==> config.mk <==
export PLATFORM = sky130hd
export DESIGN_NAME = mem_access_stage
export DESIGN_NICKNAME = d
export VERILOG_FILES = /design/src/rtl/mem_access_stage.sv
export SDC_FILE = /design/constraint.sdc
export NUM_CORES = 1
export LEC_CHECK = 0
export BUFFER_PORTS_ARGS = -buffer_cell sky130_fd_sc_hd__clkbuf_2
export CORE_AREA = 2 2 209 211
export DETAILED_ROUTE_END_ITERATION = 6
export DIE_AREA = 0 0 211 213
export SLEW_MARGIN = 15
export SYNTH_ARGS = -nofsm -noshare
export SYNTH_HDL_FRONTEND = slang
export SYNTH_SLANG_ARGS = --single-unit
==> constraint.sdc <==
create_clock -name clk -period 2.6 [get_ports clk]
set_clock_uncertainty 0.2 [all_clocks]
set_input_delay 0.13 -clock clk [delete_from_list [all_inputs] [get_ports clk]]
set_output_delay 0.13 -clock clk [all_outputs]
set_load 0.05 [all_outputs]
==> src/rtl/mem_access_stage.sv <==
// rtl/mem_access_stage.sv - memory-access pipeline stage: one entry, one bus request, load align/extend
module mem_access_stage #(
   parameter int XLEN = 64,
   parameter int SB_W = 32
) (
   input  logic            clk,
   input  logic            resetn,
   input  logic            in_valid,
   output logic            in_ready,
   input  logic [XLEN-1:0] in_addr,
   input  logic [XLEN-1:0] in_wdata,
   input  logic            in_memread,
   input  logic            in_memwrite,
   input  logic [1:0]      in_msize,
   input  logic            in_unsigned,
   input  logic [SB_W-1:0] in_sb,
   output logic            dreq_valid,
   output logic [XLEN-1:0] dreq_addr,
   output logic [1:0]      dreq_size,
   output logic [7:0]      dreq_strobe,
   output logic [XLEN-1:0] dreq_wdata,
   input  logic            dresp_ok,
   input  logic [XLEN-1:0] dresp_data,
   output logic            out_valid,
   input  logic            out_ready,
   output logic [XLEN-1:0] out_addr,
   output logic [XLEN-1:0] out_mem_data,
   output logic            out_misaligned,
   output logic [SB_W-1:0] out_sb
);

   typedef enum logic [1:0] {IDLE, REQ, HOLD} state_t;

   state_t          state;
   logic            is_load_q;
   logic            uns_q;
   logic            mem_op;
   logic            misaligned;
   logic            take;
   logic [2:0]      lo;
   logic [7:0]      size_mask;
   logic [XLEN-1:0] rsh;
   logic [XLEN-1:0] load_ext;

   assign in_ready = resetn && ((state == IDLE) || ((state == HOLD) && out_ready));
   assign take     = in_valid && in_ready;
   assign mem_op   = in_memread || in_memwrite;
   assign lo       = in_addr[2:0];

   always_comb begin
      misaligned = 1'b0;
      size_mask  = 8'h01;
      case (in_msize)
         2'd0: begin misaligned = 1'b0;          size_mask = 8'h01; end
         2'd1: begin misaligned = lo[0];         size_mask = 8'h03; end
         2'd2: begin misaligned = |lo[1:0];      size_mask = 8'h0F; end
         default: begin misaligned = |lo;        size_mask = 8'hFF; end
      endcase
   end

   // Extraction works on the captured request, so the response needs no extra state.
   assign rsh = dresp_data >> {dreq_addr[2:0], 3'b000};

   always_comb begin
      load_ext = rsh;
      case (dreq_size)
         2'd0: load_ext = {{(XLEN-8){rsh[7] & ~uns_q}}, rsh[7:0]};
         2'd1: load_ext = {{(XLEN-16){rsh[15] & ~uns_q}}, rsh[15:0]};
         2'd2: load_ext = {{(XLEN-32){rsh[31] & ~uns_q}}, rsh[31:0]};
         default: load_ext = rsh;
      endcase
   end

   always_ff @(posedge clk or negedge resetn) begin
      if (!resetn) begin
         state          <= IDLE;
         is_load_q      <= 1'b0;
         uns_q          <= 1'b0;
         dreq_valid     <= 1'b0;
         dreq_addr      <= '0;
         dreq_size      <= 2'd0;
         dreq_strobe    <= 8'h00;
         dreq_wdata     <= '0;
         out_valid      <= 1'b0;
         out_addr       <= '0;
         out_mem_data   <= '0;
         out_misaligned <= 1'b0;
         out_sb         <= '0;
      end else if (take) begin
         out_addr     <= in_addr;
         out_sb       <= in_sb;
         out_mem_data <= '0;
         is_load_q    <= in_memread;
         uns_q        <= in_unsigned;
         if (mem_op && !misaligned) begin
            state          <= REQ;
            dreq_valid     <= 1'b1;
            dreq_addr      <= in_addr;
            dreq_size      <= in_msize;
            dreq_strobe    <= in_memwrite ? (size_mask << lo) : 8'h00;
            dreq_wdata     <= in_wdata << {lo, 3'b000};
            out_valid      <= 1'b0;
            out_misaligned <= 1'b0;
         end else begin
            // Non-memory ops and misaligned accesses skip the bus entirely.
            state          <= HOLD;
            out_valid      <= 1'b1;
            out_misaligned <= mem_op;
         end
      end else begin
         case (state)
            REQ: begin
               if (dresp_ok) begin
                  state        <= HOLD;
                  dreq_valid   <= 1'b0;
                  out_valid    <= 1'b1;
                  out_mem_data <= is_load_q ? load_ext : '0;
               end
            end
            HOLD: begin
               if (out_ready) begin
                  state     <= IDLE;
                  out_valid <= 1'b0;
               end
            end
            default: ;
         endcase
      end
   end

endmodule
==> Yosys cells after proc, flatten, opt, wreduce, memory -nomap -nowiden <==
Cells that the tools add are included.
{ "word_totals": {"ram_bits": 0, "latch_bits": 0, "rom_bits": 0, "regBits": 305, "input_bits": 234, "mem_count": 0, "elab_cells": 71} }
{ "op_classes": {"n_shift": 3, "n_eq_ne": 9, "bitwise": 4, "n_mul": 0, "div": 0, "magnitude_cmp": 0, "mux": 23, "reduce_logical": 19, "n_addsub": 0} }
{ "ops": {"columns": ["cell", "n"], "rows": [
  ["two-way mux 64 bit", 4],
  ["one-hot mux 64 bit (3 select lines)", 1],
  ["left shift 64 x 6 -> 64 bit", 1],
  [">> shifter 64 x 6 -> 64 bit", 1],
  ["one-hot mux 8 bit (3 select lines)", 1],
  ["two-way mux 1 bit", 9],
  ["two-way mux 2 bit", 4],
  ["two-way mux 8 bit", 1],
  ["left shift 8 x 3 -> 8 bit", 1],
  ["equality test 2 x 1 -> 1 bit (second input constant)", 3],
  ["equality test 2 bit (second input constant)", 3],
  ["zero test 2 bit", 3],
  ["inequality test 3 bit (second input constant)", 2],
  ["AND reduction 3 bit", 2],
  ["logical AND 1 bit", 4],
  ["one-hot mux 2 bit (2 select lines)", 1],
  ["AND reduction 2 bit", 2],
  ["nonzero test 2 bit", 2],
  ["AND 1 bit", 3],
  ["one-hot mux 1 bit (3 select lines)", 1],
  ["nonzero test 3 bit", 1],
  ["OR reduction 3 bit", 1],
  ["logical OR 1 bit", 2],
  ["inequality test 2 x 1 -> 1 bit (second input constant)", 1],
  ["4 further kinds", 4]
]} }

==> Depth between registers and ports, before layout <==
{ "logic_depth": {"word_depth": 7, "ltp_mapped": 9, "ltp_nobuf": 5} }

==> Least setup slack after synthesis <==
No wires, ideal clock.
{ "synth_timing": {"path_kind": "flip-flop to flip-flop", "start": "register dreq_addr[0]", "end": "register out_mem_data[11]", "t_arrival_ns": 2.303, "n_path_buf": 3, "stages_incl_launch_ff": 9, "slack_ns": -0.024, "synth_period_minus_slack_ns": 2.624, "required_ns": 2.279, "setup_time_ns": 0.121, "path_cell_list": "dfrtp_1 > buf_6 > buf_2 > buf_2 > mux4_2 > nand2_1 > o21a_1 > o22ai_1 > a22o_1"} }
{ "synth_via": {"elab_chain_cells": 7} }
{ "synth_rtl": {"columns": ["element", "line", "source"], "rows": [
  ["start: declaration", "18", "output logic [XLEN-1:0] dreq_addr,"],
  ["start signal: assignment", "98", "dreq_addr <= in_addr;"],
  [">> shifter 64 x 6 -> 64 bit (*)", "62", "assign rsh = dresp_data >> {dreq_addr[2:0], 3'b000};"],
  ["AND 1 bit", "67", "2'd0: load_ext = {{(XLEN-8){rsh[7] & ~uns_q}}, rsh[7:0]};"],
  ["one-hot mux 64 bit (3 select lines) (*)", "66", "case (dreq_size)"],
  ["two-way mux 64 bit (*)", "117", "out_mem_data <= is_load_q ? load_ext : '0;"],
  ["two-way mux 64 bit (*)", "113", "if (dresp_ok) begin"],
  ["two-way mux 64 bit (*)", "111", "case (state)"],
  ["two-way mux 64 bit (*)", "89", "end else if (take) begin"],
  ["end signal: assignment", "117", null],
  ["end: declaration", "27", "output logic [XLEN-1:0] out_mem_data,"]
]} }
Every way passes the cells marked *; elsewhere a longest branch is shown, timed or not. The select of a mux whose other input is x is not followed.
A chain may end at the register's enable or synchronous reset.

==> Worst setup path in the final report <==
{ "layout_timing": {"start": "input in_addr[2]", "end": "register dreq_wdata[58]"} }
{ "layout_via": {"elab_chain_cells": 5} }
{ "layout_rtl": {"columns": ["element", "line", "source"], "rows": [
  ["start: declaration", "10", "input logic [XLEN-1:0] in_addr,"],
  ["branches (longest 5 deep; another with left shift 64 x 6 -> 64 bit)", null, null],
  ["end signal: assignment", "101", "dreq_wdata <= in_wdata << {lo, 3'b000};"],
  ["end: declaration", "21", "output logic [XLEN-1:0] dreq_wdata,"]
]} }
Parallel ways; which one is timed is not known.

==> results.md <==
- Outcome: complete, no violations
- Grt met1 use: a little under a third
- Fraction of layout cells with a size suffix above 1: between 30% and 40%
- Sequential share of the synthesized area: 50.9%
- Cts bufs inserted: 37
- Largest delay share family, worst path: buffers and inverters
- Post-synth EDFFs: 0
- Crit end category: flip-flop
- GR Layer Usage met3: ~5.4%
- DRT Pass-1 Iters: 5
- Gp weighted congestion: 0.903
- Slowest stage cell, crit path: dlygate4sd3_1
- Synth Cell Area: 14900 um^2
- H-Tree Depth: 2
- Row cnt: 76
- Fin util: 51.0%
- Crit path time final: 2.55 ns
- M2 GR Usage: 40.5%
- Initial Util: between 30% and 40%
- YS warnings: 0
- Post-synth top area share: 50.9%
- Clock Latency Late Sink: 0.55 ns
- Avg Cell Area, Syn: 10.1 um^2
- Ys flop type: dfrtp_1
- Worst hold path class: in -> reg
- Clock tree buffer depth: 3
- Slew Limit Fails: 0
- Total track usage: 24.7%
- Worst path cell trace: dlygate4sd3_1 -> clkbuf_2 -> a21oi_1 -> dlygate4sd3_1 -> o21a_1 -> o211ai_1 -> buf_12 -> mux2_2
- Global route overflow: 0
- Worst EP arrival: 2.79 ns
- Synth top area cells: dfrtp_1 51%, nand2_1 12%, mux2_2 6.3%, mux4_2 6.0%, mux2i_1 5.1%
- Critical Path Stages: 8
- RSZ-0062 raised after global routing: yes
- Worst-Margin Slew: about 1 ns
- Unique cell type count in the Yosys netlist: 52
- CORE AREA: between 40000 and 50000 um^2
- WS Path Type: in -> reg
- Worst hold slack: 0.0218 ns
- Die ar.: 44900 um^2
- Iteration-0 DRC Markers: 1100
- Buf/Inv on CP: 4
- Setup-failing EPs final: 0
- Max-Cap Viols: 0
- Critical path data required time: 2.83 ns
- Final net count: 2431
- Flop-to-flop setup slack: around 0.11 ns
- Crit Path Max Fanout: 97
- # DRC: 0
- Cell taking the most area after synthesis: dfrtp_1
- Synthesized flop and latch total: 304
- Slowest stage delay, CP: 0.56 ns
- Sink Count: between 300 and 400
- Clock-pin slew on the worst setup and hold paths: roughly 0.060 ns
- CTS tree: done
- Synthesized Nets: 1708
- Wire per inst: roughly 21 um
- Pin count of the biggest net entering global routing: roughly 160
- Initial antenna violation count: 2
- Setup crit start kind: input pin
- Die Wd: 211 um
- Final hold violation count: 0
- WL final: between 50000 and 60000 um
- Global-route wire length before repair: 85300 um
- Power density cells: 1420 nW/um^2
- Worst reg-to-reg path cell count: 5
- Lkg Pwr: 10.9 nW
- Synth async-reset ratio: 100%
- Die Y: 213 um
- Final period util: 98.2%
- # IOs: roughly 540
- Port bufs: 535
- Cell count after synthesis: 1474
- Final Cell Area: 21800 um^2
- Critical Path Most Common Cell: dlygate4sd3_1
- Placed instance area: 18300 um^2
- WHS Path Cells: 6
- Antenna violation net count after detailed routing: 0
- Worst vdd ir: between 0.001 and 0.0015 V
- Slew margin rel.: about a third
- Number of global-route vias before repair: between 10000 and 15000
- DR vias/cell: 5.19
- Gr busiest metal: met2
- Vias: 14400
- CTS Root Cell: clkbuf_16
- Maximum achievable frequency: 392 MHz
- P&R area growth vs syn: 45.8%
- DPL Wire Length: about 40000 um
[registers in the layout (all words and copies together) (netlist names), 2 cells and up]
name / cells
dreq_strobe: 8
out_addr: 64
out_mem_data: 64
dreq_wdata: 64
dreq_addr: 64
out_sb: 32
dreq_size: 2
[metal layers]
metal	part of all wire [%]	routed length [um]
met2	48	27900
met3	7.3	4220
met4	4.2	2450
met5	0	0
met1	40	23200
[final timing paths]
path | startpoint | to
max | in_addr[2] | dreq_wdata[58]
min | in_wdata[63] | dreq_wdata[63]
max reg2reg | dreq_addr[0] | out_mem_data[3]
min reg2reg | out_sb[10] | out_sb[10]
max in group asynchronous | resetn | out_addr[38]
min in group asynchronous | resetn | out_mem_data[53]
[tightest hold or removal path, delay by kind of cell]
| kind | cells | cell delay (ns) |
|---|---|---|
| multiplexers | 2 | 0.28 |
| AND/OR/NAND/NOR | 1 | 0.05 |
| AO/OA/AOI/OAI | 2 | 0.17 |
| buffers and inverters | 1 | 0.08 |
[what timing repair did]
action | in CTS | in global routing
hold buffers | 215 | 0
hold endpoints to repair | 412 | 0
buffers inserted | 0 | 2
setup endpoints to repair | 0 | 20
gates resized for setup | 0 | 6
[power breakdown]
group          internal, mW  switching [mW]  leakage (nW)
clock network          3.11            2.16         0.590
registers              6.90            1.44          3.88
logic                  4.56            12.7          6.45
total                  14.6            16.3          10.9
[kinds of logic after synthesis]
kind of cell           share of synthesized area, %
and+or+nand+nor                                14.4
AOI/OAI and AO/OA                              13.5
buffers and inverters                          3.72
DFF                                            50.9
muxes                                          17.5
[cell usage after synthesis, types with 12 or more instances]
master / n
a21oi_1: 42
buf_1: 12
buf_2: 26
clkbuf_1: 67
dfrtp_1: 304
mux2_2: 84
mux2i_1: 76
mux4_2: 40
nand2_1: 480
nor2_1: 32
nor2b_1: 13
o21a_1: 15
o21ai_0: 99
o22ai_1: 23
o31ai_1: 26
[layout by cell type (no fill, tap or decap), types with 7 or more instances in the layout]
master / netlist / final
o31ai_2: 11 / 11
a21oi_1: 42 / 42
nand2_1: 480 / 480
mux2i_1: 76 / 76
o211ai_1: 9 / 9
clkbuf_2: 1 / 533
o22ai_1: 23 / 23
dlygate4sd3_1: 0 / 215
buf_4: 4 / 32
nor2_1: 32 / 32
o31ai_1: 26 / 26
o41ai_1: 7 / 7
o21a_1: 15 / 15
inv_1: 11 / 10
mux2_2: 84 / 84
mux4_2: 40 / 40
a22oi_1: 9 / 9
a221o_1: 9 / 9
o21ai_0: 99 / 99
clkbuf_1: 67 / 8
dfrtp_1: 304 / 302
a22o_1: 11 / 11
nor2b_1: 13 / 13
clkbuf_16: 0 / 40
buf_12: 0 / 10
[cell type report]
type	count	area [um^2]
Timing Repair Buffer	798	5420
Clock buffer	50	1040
Inverter	13	48.8
Fill cell	3893	20900
Multi-Input combinational cell	1043	6800
Tap cell	546	683
Clock inverter	13	175
Sequential cell	304	7610
Antenna cell	2	5.00
[stage by stage]
stage | instances | total power, mW | setup WS (ns) | setup TNS, ns
finish | 2769 | 30.9 | 0.0469 | 0
global route | 2769 | 32.3 | -0.0117 | -0.0361
CTS | 2763 | 30.9 | 0.0219 | 0
detailed placement | 2485 | 25.1 | 0.193 | 0
global placement | 2485 | 25.0 | 0.196 | 0
floorplan | 1474 | 20.4 | 0.116 | 0
No activity file was read; power rests on OpenSTA's default activity.
